--- src/rtl/hazard_pkg.sv ---
// hazard_pkg: stall reason encodings, default mult/div latency and register-match helper
package hazard_pkg;
  typedef enum logic [1:0] {
    NONE       = 2'd0,
    LOAD_USE   = 2'd1,
    BRANCH_DEP = 2'd2,
    MULDIV     = 2'd3
  } stallReasonT;
  localparam int MULDIV_CYCLES_DEF = 32;
  // register $0 is hardwired to zero, so it can never create a dependency
  function automatic logic regMatch(input logic [4:0] r, input logic [4:0] rs, input logic [4:0] rt,
                                    input logic usesRs, input logic usesRt);
    return (r != 5'd0) && ((usesRs && r == rs) || (usesRt && r == rt));
  endfunction
endpackage

--- src/rtl/muldiv_busy_counter.sv ---
// muldiv_busy_counter: tracks remaining busy cycles of the multi-cycle mult/div unit
module muldiv_busy_counter #(
  parameter int MULDIV_CYCLES = 32
) (
  input  logic clk,
  input  logic reset,
  input  logic start,
  output logic busy,
  output logic done
);
  localparam int W = $clog2(MULDIV_CYCLES + 1);
  logic [W-1:0] cnt;
  // a start only loads when idle; a start while busy is ignored
  always_ff @(posedge clk or posedge reset)
    if (reset) cnt <= '0;
    else if (start && cnt == '0) cnt <= W'(MULDIV_CYCLES);
    else if (cnt != '0) cnt <= cnt - W'(1);
  assign busy = cnt != '0;
  assign done = cnt == W'(1);
endmodule

--- src/rtl/hazard_ctrl.sv ---
// hazard_ctrl: load-use / branch-operand / mult-div hazard detection with stall and flush control
module hazard_ctrl
  import hazard_pkg::*;
#(
  parameter int MULDIV_CYCLES = MULDIV_CYCLES_DEF,
  parameter int CNT_W         = 32
) (
  input  logic             clk,
  input  logic             reset,
  input  logic [4:0]       id_rs,
  input  logic [4:0]       id_rt,
  input  logic             id_uses_rs,
  input  logic             id_uses_rt,
  input  logic             id_is_branch,
  input  logic             id_is_hilo,
  input  logic             id_take,
  input  logic [4:0]       ex_wreg,
  input  logic             ex_reg_write,
  input  logic             ex_mem_read,
  input  logic [4:0]       mem_wreg,
  input  logic             mem_mem_read,
  input  logic             ex_muldiv_start,
  output logic             pc_write,
  output logic             ifid_write,
  output logic             ifid_flush,
  output logic             idex_flush,
  output logic [1:0]       stall_reason,
  output logic             muldiv_busy,
  output logic             muldiv_done,
  output logic [CNT_W-1:0] stall_cycles
);
  logic exMatch, memMatch, loadUse, branchDep, mdHold, stall;
  stallReasonT reason;
  muldiv_busy_counter #(.MULDIV_CYCLES(MULDIV_CYCLES)) uCounter (
    .clk  (clk),
    .reset(reset),
    .start(ex_muldiv_start),
    .busy (muldiv_busy),
    .done (muldiv_done)
  );
  assign exMatch   = regMatch(ex_wreg, id_rs, id_rt, id_uses_rs, id_uses_rt);
  assign memMatch  = regMatch(mem_wreg, id_rs, id_rt, id_uses_rs, id_uses_rt);
  assign loadUse   = ex_mem_read && ex_reg_write && exMatch;
  assign branchDep = id_is_branch && ((ex_reg_write && exMatch) || (mem_mem_read && memMatch));
  assign mdHold    = id_is_hilo && muldiv_busy;
  // priority select of the stall cause; reset forces NONE
  always_comb begin
    reason = reset ? NONE : loadUse ? LOAD_USE : branchDep ? BRANCH_DEP : mdHold ? MULDIV : NONE;
    stall  = reason != NONE;
  end
  assign stall_reason = reason;
  assign pc_write     = !reset && !stall;
  assign ifid_write   = !reset && !stall;
  assign idex_flush   = reset || stall;
  assign ifid_flush   = reset || (!stall && id_take);
  // performance counter of stalled cycles, wraps naturally
  always_ff @(posedge clk or posedge reset)
    if (reset) stall_cycles <= '0;
    else if (stall) stall_cycles <= stall_cycles + CNT_W'(1);
endmodule
--- config.mk ---
export PLATFORM = sky130hd
export DESIGN_NAME = hazard_ctrl
export DESIGN_NICKNAME = d
export VERILOG_FILES = /design/src/rtl/hazard_pkg.sv /design/src/rtl/muldiv_busy_counter.sv /design/src/rtl/hazard_ctrl.sv
export SDC_FILE = /design/constraint.sdc
export NUM_CORES = 1
export LEC_CHECK = 0
export ABC_AREA = 1
export BUFFER_PORTS_ARGS = -buffer_cell sky130_fd_sc_hd__buf_2
export CORE_UTILIZATION = 40
export CTS_BUF_LIST = sky130_fd_sc_hd__clkbuf_16
export DETAILED_ROUTE_END_ITERATION = 8
export GPL_TIMING_DRIVEN = 1
export HOLD_SLACK_MARGIN = 0.12
export PLACE_DENSITY_LB_ADDON = 0.12
export SLEW_MARGIN = 20
export SYNTH_ARGS = -nofsm -noshare
export SYNTH_HDL_FRONTEND = slang
export SYNTH_SLANG_ARGS = --single-unit
--- constraint.sdc ---
create_clock -name clk -period 3.95 [get_ports clk]
set_clock_uncertainty 0.1 [all_clocks]
set_input_delay 0.1975 -clock clk [delete_from_list [all_inputs] [get_ports clk]]
set_output_delay 0.1975 -clock clk [all_outputs]
set_load 0.005 [all_outputs]
==> impl_summary.log <==
[metrics] outcome: finished, final reports clean
[metrics] clock-pin slew on the worst setup and hold paths: 60 ps
[metrics] achievable clock frequency: 376 MHz
[metrics] fillers: 708
[metrics] Die Width: 86.4 microns
[metrics] global-route wire length before repair: 11,400 microns
[metrics] actual slew at the worst max-slew pin: 712 ps
[metrics] Overall Global Routing Usage: 0.191
[metrics] R2R Path End: stall_cycles[14]
[metrics] slowest cell on the critical path: sky130_fd_sc_hd__nand2_2
[metrics] post-layout instance count excluding filler cells: 590
[metrics] Post-Place Worst Slack: 1540 ps
[metrics] number of search-and-repair iterations in the first detailed-routing pass: 4
[metrics] remaining antenna violation count after routing: 0
[metrics] clock period minus worst slack: 2660 ps
[metrics] area of the multi-input gates: 0.00162 sq mm
[metrics] share of Yosys cell area claimed by the top area cell type: 0.334
[metrics] critical path type: reg -> out
[metrics] cell family with most CP delay: simple AND/OR/NAND/NOR gates
[metrics] sequential cell area fraction in the yosys report: 0.334
[metrics] fraction of the mapped netlist area in simple logic gates: 0.439
[metrics] async set-or-reset flop fraction in the synthesized netlist: 1.00
[metrics] count of endpoints failing setup in the final report: 0
[metrics] Critical Path Fanout Max: 33
[metrics] critical path cell sequence: inv_1 -> ha_1 -> nand2_1 -> nor3_4 -> inv_2 -> nand2_2 -> inv_1 -> nand2_1 -> nand2_1 -> nand2_2 -> inv_1 -> buf_2
[metrics] arrival time at the worst endpoint: 2370 ps
[metrics] end-of-flow core utilization: 0.507
[metrics] vias in the first global route: approximately 2,500
[metrics] R2R depth: 10
[metrics] Peak VDD IR: 0.000188 V
[metrics] Buf+Inv Stages, Crit Path: 5
[metrics] TritonCTS sink count: 38
[metrics] share of the synthesized netlist area taken by xor and xnor gates: 0.0918
[metrics] number of ports placed on the die boundary: 71
[metrics] combined flip-flop and latch cell area: 951 sq um
[metrics] count of yosys warnings during synthesis: 0
[metrics] unique cell type count in the Yosys netlist: 30
[metrics] Hold Path Class: reg -> reg
[metrics] multiplexer fraction of the synthesized cell area: 0
[metrics] worst min-delay path startpoint: uCounter.cnt[1]
[metrics] share of synthesized cell area in full adder, half adder and majority cells: 0.0132
[metrics] total of flip-flops plus latches after synthesis: 38
[metrics] cell accounting for the most synthesized area: sky130_fd_sc_hd__dfrtp_1
[metrics] critical path endpoint category: output pin
[metrics] antenna diode count: 0
[metrics] worst-case hold path end point: uCounter.cnt[1]
[metrics] clock root buffer: sky130_fd_sc_hd__clkbuf_16
[metrics] ratio of cells with drive above 1 in the final layout: 0.202
[metrics] maximum capacitance violations: 0
[metrics] clock latency reported for the late side of the worst-skew pair: 280 ps
[metrics] Max Transition Viols Final: 0
[metrics] buffers from clock root to sink, at most: 2
[metrics] initial drt markers: 125
[metrics] number of clock buffers inserted by TritonCTS: 5
[metrics] startpoint type of the worst setup path: register
[metrics] starting density of the core: 0.417
[metrics] placed cell count: 580
[metrics] RSZ-0062 raised after global routing: false
[metrics] Reg2Reg Launch Point: uCounter.cnt[0]
[metrics] post-synthesis cell count: 422
[metrics] max_slew headroom: 0.525
[metrics] portion of the clock cycle consumed by the worst path in the final layout: 0.674
[metrics] pin count of the biggest net entering global routing: 34
[metrics] Synth Net Count: 456
[metrics] most common cell in the synthesized netlist: sky130_fd_sc_hd__nand2_1
[metrics] post-detailed-route wirelength per cell: ~11 microns
[metrics] die height: between 80 and 90 microns
[metrics] DRC violations left: 0
[metrics] clock tree from TritonCTS: built
[metrics] ranking of synthesized cells by instance count: sky130_fd_sc_hd__nand2_1, sky130_fd_sc_hd__inv_1, sky130_fd_sc_hd__nand3_1, sky130_fd_sc_hd__dfrtp_1, sky130_fd_sc_hd__nor2_1
[metrics] synth-to-layout area growth: 21.6%
[metrics] average size of a mapped cell: around 6.8 sq um
[metrics] total die area: 0.00746 sq mm
[metrics] total vias in the final route: roughly 2,800
[metrics] initial antenna violation count: 0
[metrics] deepest level of the CTS H-tree: 2
[metrics] number of cells traversed by the worst hold path: 2
[metrics] Reg2Reg Setup Slack: around 1700 ps
[metrics] routability cong.: 0.835
[metrics] total wire length after detailed routing: ~6700 microns
[metrics] core region area: 0.00683 sq mm
[metrics] number of buffers added on ports: 70
[metrics] DPL Wire Length: 4910 microns
[metrics] cell types with the largest area share after synthesis: sky130_fd_sc_hd__dfrtp_1, sky130_fd_sc_hd__nand2_1, sky130_fd_sc_hd__nand3_1
[metrics] Final WS setup: about 1300 ps
[metrics] cell area after synthesis: 0.00285 sq mm
[metrics] leakage: 2.04 nW
[metrics] Crit path required time: 3650 ps
[metrics] Net count, final: 527
[metrics] slowest stage delay, CP: 480 ps
[metrics] power density over the cells: 360 mW/mm^2
[metrics] final count of hold timing violations: 0
[metrics] aggregate negative setup slack: 0 ps
[metrics] most used flip-flop cell after synthesis: sky130_fd_sc_hd__dfrtp_1
[metrics] num rows: 30
[metrics] # Post-CTS Setup Buffers: 0
[metrics] combinational family with the most area after synthesis: simple AND/OR/NAND/NOR gates
[metrics] synthesized-area fraction occupied by ao, oa, aoi and oai cells: 0.0264
[metrics] via count normalized by instance count: 4.69
[metrics] EDFF count, synth: 0
[metrics] overflow left after global routing: 0
==> final cells by class <==
cell class / instances / share of cell area
Multi-Input combinational cell: 322 / 0.469
Inverter: 52 / 0.0563
Clock buffer: 5 / 0.0361
Tap cell: 96 / 0.0347
Clock inverter: 3 / 0.0184
Timing Repair Buffer: 74 / 0.111
Sequential cell: 38 / 0.274
==> worst min-delay path: cells and delay by family (launching register included) <==
| kind | cells | cell delay (ps) |
|---|---|---|
| DFF | 1 | 360 |
| AOI/OAI and AO/OA | 1 | 60 |
| and+or+nand+nor | 1 | 60 |
==> logic make-up after synthesis <==
logic type,Yosys count
AOI/OAI and AO/OA,11
and+or+nand+nor,279
adders and majority gates,3
buffers and inverters,62
xor gates and xnor gates,29
DFF,38
==> worst max-delay path by stage <==
stage | start | to | slack, ps | cells past startpoint
after floorplan | reset | stall_reason[1] | 2070 | 4
after global placement | uCounter.cnt[0] | stall_reason[0] | 1630 | 12
after detailed placement | uCounter.cnt[0] | stall_reason[0] | 1540 | 12
after CTS | uCounter.cnt[0] | stall_reason[0] | 1240 | 12
after global routing | uCounter.cnt[1] | stall_reason[0] | 1040 | 12
final | uCounter.cnt[0] | stall_reason[0] | 1290 | 12
==> routing by layer <==
layer  share of wire  track usage  wire length (microns)
met1            0.49        0.256                   3270
met4           0.017       0.0545                    112
met2            0.46        0.312                   3040
met5               0            0                      0
met3           0.036       0.0381                    240
==> power by group <==
group	total [mW]	internal [mW]	switching [mW]
Clock	0.517	0.360	0.157
Sequential	0.483	0.433	0.0497
Combinational	0.246	0.0950	0.151
Total	1.25	0.888	0.358
==> state kept, by name (all words and copies together), names as in the netlist <==
name          cells
stall_cycles     32
uCounter.cnt      6
==> what timing repair did <==
| item | CTS | global route |
|---|---|---|
| hold buffers | 2 | 0 |
| resized for setup | 0 | 0 |
| endpoints found under the hold margin | 13 | 0 |
==> placed cells by master, fill, tap and decap left out, types with 7 or more instances in the layout <==
| cell type | Yosys | routed |
|---|---|---|
| sky130_fd_sc_hd__nand3_1 | 44 | 44 |
| sky130_fd_sc_hd__nand2_1 | 170 | 170 |
| sky130_fd_sc_hd__buf_2 | 3 | 70 |
| sky130_fd_sc_hd__xor2_1 | 18 | 18 |
| sky130_fd_sc_hd__dfrtp_1 | 38 | 38 |
| sky130_fd_sc_hd__nor2_1 | 31 | 31 |
| sky130_fd_sc_hd__nor3_1 | 9 | 9 |
| sky130_fd_sc_hd__nand4_1 | 7 | 7 |
| sky130_fd_sc_hd__inv_1 | 48 | 48 |
| sky130_fd_sc_hd__xnor2_1 | 10 | 10 |
==> through the flow <==
stage | hold slack (ps) | cell area (sq um) | power, mW
finish | 422 | 3460 | 1.25
global placement | 234 | 3260 | 0.735
global route | 477 | 3460 | 1.32
detailed placement | 244 | 3260 | 0.737
floorplan | 240 | 2850 | 0.661
CTS | 432 | 3460 | 1.26
No activity file was read; power rests on OpenSTA's default activity.
